**src/rtl/prog_load_ctrl.sv**
```systemverilog
// prog_load_ctrl: loads N instruction words from a valid/ready word stream
// into the core's instruction memory, then releases the core from reset.
//
// Sequence: IDLE -> LOAD (write words at addresses 0..len-1) -> HOLD
// (ProgMode=1, cpu_reset held for RST_HOLD_CYC cycles) -> RUN.
//
// Optional feature, macro PROG_CKSUM_EN: when defined, LOAD accepts one
// extra word after the len-th word. That word is compared with the
// modulo-2^DATA_W sum of all written words. A match proceeds to HOLD; a
// mismatch sets err and returns to IDLE. When undefined, HOLD follows the
// len-th word directly.
//
// Handshake: a word transfers on a rising edge where s_valid && s_ready.
// s_ready is high exactly while the FSM is in LOAD. The source may hold or
// drop s_valid freely; a word presented while s_ready is low is not taken.
// Each transferred data word produces one prog_we pulse on the next cycle.
//
// State encoding exposed on state_dbg: 0=IDLE, 1=LOAD, 2=HOLD, 3=RUN.

module prog_load_ctrl #(
  parameter int ADDR_W       = 8,
  parameter int DATA_W       = 32,
  parameter int RST_HOLD_CYC = 2
) (
  input  logic              clk,
  input  logic              reset,
  input  logic              start,
  input  logic [ADDR_W:0]   len,
  input  logic              abort,
  input  logic              s_valid,
  input  logic [DATA_W-1:0] s_data,
  output logic              s_ready,
  output logic              ProgMode,
  output logic [ADDR_W-1:0] Addr_Prog,
  output logic [DATA_W-1:0] Data_Prog,
  output logic              prog_we,
  output logic              cpu_reset,
  output logic              busy,
  output logic              done,
  output logic              err,
  output logic [1:0]        state_dbg
);

  typedef enum logic [1:0] {
    ST_IDLE = 2'd0,
    ST_LOAD = 2'd1,
    ST_HOLD = 2'd2,
    ST_RUN  = 2'd3
  } state_t;

  // Largest legal word count: the full memory, 2^ADDR_W words.
  localparam logic [ADDR_W:0] MAX_LEN  = {1'b1, {ADDR_W{1'b0}}};
  localparam logic [3:0]      HOLD_END = 4'(RST_HOLD_CYC);

  state_t            state;
  logic [ADDR_W:0]   len_q;     // latched word count
  logic [ADDR_W:0]   cnt;       // words written so far = next write address
  logic [3:0]        hold_cnt;  // HOLD-phase cycle counter
`ifdef PROG_CKSUM_EN
  logic [DATA_W-1:0] sum;       // running modulo-2^DATA_W sum of written words
`endif

  logic xfer;
  logic len_ok;

  // Handshake and request qualification.
  always_comb begin
    xfer   = s_valid && s_ready;
    len_ok = (len != '0) && (len <= MAX_LEN);
  end

  // Status outputs decoded straight from the state register.
  always_comb begin
    s_ready   = (state == ST_LOAD);
    busy      = (state == ST_LOAD) || (state == ST_HOLD);
    done      = (state == ST_RUN);
    state_dbg = state;
  end

  // Main sequencer: state, counters, and registered core-facing outputs.
  always_ff @(posedge clk) begin
    if (!reset) begin
      state     <= ST_IDLE;
      len_q     <= '0;
      cnt       <= '0;
      hold_cnt  <= '0;
      ProgMode  <= 1'b0;
      Addr_Prog <= '0;
      Data_Prog <= '0;
      prog_we   <= 1'b0;
      cpu_reset <= 1'b1;
      err       <= 1'b0;
`ifdef PROG_CKSUM_EN
      sum       <= '0;
`endif
    end else begin
      // The write strobe is a single-cycle pulse unless a transfer re-arms it.
      prog_we <= 1'b0;

      if (abort) begin
        // Abort drops any write that a same-cycle transfer would have caused;
        // err is left as it was.
        state     <= ST_IDLE;
        cpu_reset <= 1'b1;
        ProgMode  <= 1'b0;
      end else begin
        case (state)
          ST_IDLE: begin
            cpu_reset <= 1'b1;
            ProgMode  <= 1'b0;
            if (start) begin
              if (len_ok) begin
                len_q <= len;
                cnt   <= '0;
                err   <= 1'b0;
`ifdef PROG_CKSUM_EN
                sum   <= '0;
`endif
                state <= ST_LOAD;
              end else begin
                err <= 1'b1;
              end
            end
          end

          ST_LOAD: begin
            cpu_reset <= 1'b1;
            ProgMode  <= 1'b0;
            if (xfer) begin
`ifdef PROG_CKSUM_EN
              if (cnt == len_q) begin
                // Trailing checksum word: never written to memory.
                if (s_data == sum) begin
                  hold_cnt <= '0;
                  state    <= ST_HOLD;
                end else begin
                  err   <= 1'b1;
                  state <= ST_IDLE;
                end
              end else begin
                Addr_Prog <= cnt[ADDR_W-1:0];
                Data_Prog <= s_data;
                prog_we   <= 1'b1;
                sum       <= sum + s_data;
                cnt       <= cnt + 1'b1;
              end
`else
              Addr_Prog <= cnt[ADDR_W-1:0];
              Data_Prog <= s_data;
              prog_we   <= 1'b1;
              cnt       <= cnt + 1'b1;
              if (cnt == len_q - 1'b1) begin
                hold_cnt <= '0;
                state    <= ST_HOLD;
              end
`endif
            end
          end

          ST_HOLD: begin
            // First HOLD cycle carries the last write with ProgMode still 0;
            // ProgMode rises after it and cpu_reset stays high for
            // RST_HOLD_CYC further cycles.
            ProgMode <= 1'b1;
            if (hold_cnt == HOLD_END) begin
              cpu_reset <= 1'b0;
              state     <= ST_RUN;
            end else begin
              hold_cnt <= hold_cnt + 1'b1;
            end
          end

          ST_RUN: begin
            // Start is ignored here; only abort or reset leave RUN.
            ProgMode  <= 1'b1;
            cpu_reset <= 1'b0;
          end

          default: begin
            state <= ST_IDLE;
          end
        endcase
      end
    end
  end

endmodule

```
**config.mk**
```make
export PLATFORM = sky130hd
export DESIGN_NAME = prog_load_ctrl
export DESIGN_NICKNAME = d
export VERILOG_FILES = /design/src/rtl/prog_load_ctrl.sv
export SDC_FILE = /design/constraint.sdc
export NUM_CORES = 1
export LEC_CHECK = 0
export ABC_CLOCK_PERIOD_IN_PS = 2800
export BUFFER_PORTS_ARGS = -buffer_cell sky130_fd_sc_hd__clkbuf_2
export CORE_MARGIN = 2
export CORE_UTILIZATION = 50
export DETAILED_ROUTE_END_ITERATION = 6
export MAX_ROUTING_LAYER = met4
export PLACE_DENSITY = 0.82
export SLEW_MARGIN = 20
export SYNTH_ARGS = -nofsm -noshare
export SYNTH_HDL_FRONTEND = slang
export SYNTH_SLANG_ARGS = --single-unit
```
**constraint.sdc**
```tcl
create_clock -name clk -period 2.8 [get_ports clk]
set_clock_uncertainty 0.05 [all_clocks]
set_input_delay 0.14 -clock clk [delete_from_list [all_inputs] [get_ports clk]]
set_output_delay 0.14 -clock clk [all_outputs]
set_load 0.01 [all_outputs]
```
==> results.ini <==
[hold_path]
holdCritPathClass=in -> reg

[cts]
clockBufferDepth=2
postCtsSetupBuffers=0
cts_max_level=3
cts_resized=0
cts_root_buffer=clkbuf_8
clk_latency_ps=330
cts_inserted_buffers=9
cts.sinks=68
clkTransAtPathRegs_ps=70
tritoncts=built

[yosys]
avgSynthCellArea_sq_um=8.57
synth-seq-cells=68
synth_compound_area_frac=0.163
async_flop_share=0
yosys.area_share.simple=0.244
synthAdderAreaFrac=0.0356
synthDistinctLibCells=42
synth-xor-area-share=0.0526
synth-edff-count=0
syn_inst=369
synth_area_sq_mm=0.00316
synth_top_family_by_area=simple AND/OR/NAND/NOR gates
synth_ff_type=dfxtp_1
ys_seq_area_frac=0.431
synthMuxAreaShare=0.0348
ys_warn_count=0
syn-num-nets=424

[setup_path]
crit_path_start_kind=register
worstSetupPathType=reg -> reg
cp.required_ps=3010
critPathCaptureType=register
critPathMaxFanout=6
critical_path_arrival_ps=2610

[routing]
post_drt_wl_per_cell_um=13.4
drt-total-wl_mm=7.64
first_iter_violations=105
first_pass_iters=4
drt.antenna.violating_nets=0
viasPerCell=5.21
vias=2970
drc=0

[cells_and_area]
seq_area_sq_mm=0.00136
mostFrequentLayoutCell=clkbuf_2
multi_input_area_sq_mm=0.00168
final_nets=546
fillers=481
antenna_cells=0
fin_area_sq_mm=0.00418
syn_to_final_growth_pct=32.3
drive_above_1_share=0.248
layout_common_cells=clkbuf_2, nand2_1, dfxtp_1

[pwr]
comb_power_share=0.105
p_per_area_mw_per_mm2=487
p_sw_uw=465
intPower_mw=1.57
leakage_nw=1.75
pwr-share-seq=0.489
vdd_ir_drop_max_mv=0.298
clkPwrFrac=0.406
switching_share=0.228

[floorplanning]
num_io_pins=95
die_w_um=83.5
dieArea_sq_mm=0.00698
coreArea_sq_mm=0.00603
fp-row-count=28
start_util=0.525
dieHeight_um=83.5

[placement]
placed_area_sq_mm=0.00369
portBuffers=94
gp_congestion=0.901
hpwl_mm=5.20
dpl_worst_slack_ps=450

[global_route]
grt_pass1_vias=2973
grt_max_degree=42
grt_pass1_wl_mm=13.1
overflow=0
grt_use_total=0.233
antenna_found_initial=0

[timing]
rsz0062_at_grt=false
layout_min_cycle_time_ps=2400
hold_viol_final=0
finalCritPeriodShare=0.858
slew-limit-headroom=0.513
setup_ws_ps=396
finalSetupTns_ps=0
worst_slew_pin_slew_ps=731
finalSetupViolCount=0
max_freq_ghz=0.416
final_max_slew_viol_count=0

[status]
outcome=finished, final reports clean

[flow_run]
drv_cap=0

-- per-stage QoR --
step | power, mW | utilization | hold slack (ps) | cells
6_report | 2.04 | 0.694 | 10.9 | 570
5_1_grt | 2.12 | 0.694 | 17.8 | 570
4_1_cts | 2.05 | 0.694 | 1.51 | 570
3_5_place_dp | 1.20 | 0.612 | 330 | 526
3_3_place_gp | 1.19 | 0.612 | 321 | 526
2_1_floorplan | 1.13 | - | 235 | 369
-- power groups by stage --
stage               logic [mW]  registers [mW]  clock network, mW
finish                   0.213           0.995              0.827
global route             0.235           0.996              0.889
CTS                      0.211           0.995              0.841
detailed placement       0.179            1.02                  0
global placement         0.175            1.02                  0
floorplan                0.109            1.02                  0
-- area by class of cell --
class,instances,area share
multi-input cells,274,0.402
flip-flops and latches,68,0.325
repair buffers,130,0.194
clock buffers,14,0.0413
well taps,75,0.0224
clock inverters,1,0.00718
inverters,8,0.00718
-- sequential cells by signal (all words and copies together), names as in the netlist --
register / count
cpu_reset: 1
Data_Prog: 32
hold_cnt: 4
Addr_Prog: 8
ProgMode: 1
state_dbg: 2
cnt: 9
len_q: 9
err: 1
prog_we: 1
-- synthesized netlist by cell type, drive strengths merged, types with 8 or more instances --
library cell  instances  area (sq um)
nand2                93           349
dfxtp                68          1360
a21boi               42           319
clkbuf               15          56.3
nor2                 14          52.6
nor2b                13          81.3
xor2                 13           114
mux2i                11           110
nand3                10          50.1
ha                    9           113
inv                   8          30.0
nand4                 8          50.1
-- metal layers --
layer  GRT usage  routed length (um)  vias up
met5           -                   0        -
met4       0.104                 197        0
met3      0.0445                 329       20
met2       0.391                3780       87
met1       0.272                3330     1366
li1            -                   -     1497
-- repair_timing --
item                                    CTS  global route
endpoints found under the setup margin    0             0
endpoints found under the hold margin    29             0
hold buffers                             29             0
-- critical path, stage by stage (launching register included) --
cell       delay, ps
dfxtp_1          410
inv_1             90
ha_1             270
nor2b_1          150
or3_1            350
a31oi_1          330
o2111ai_2        240
a21boi_2         230
mux2i_1          220
-- logic make-up after synthesis --
family,Yosys count
fa+ha+maj,9
compound gates,68
buf+inv,27
xor+xnor,19
simple gates,167
flops,68
mux,11
-- path summary, 6_finish.rpt --
check	from	endpoint	slack (ps)	cells after the start
hold / removal	s_data[13]	Data_Prog[13]	10	3
setup reg to reg	len_q[0]	state_dbg[1]	400	8
hold reg to reg	cpu_reset	cpu_reset	400	2
setup / recovery	len_q[0]	state_dbg[1]	400	8
(Power assumes the default switching activity.)
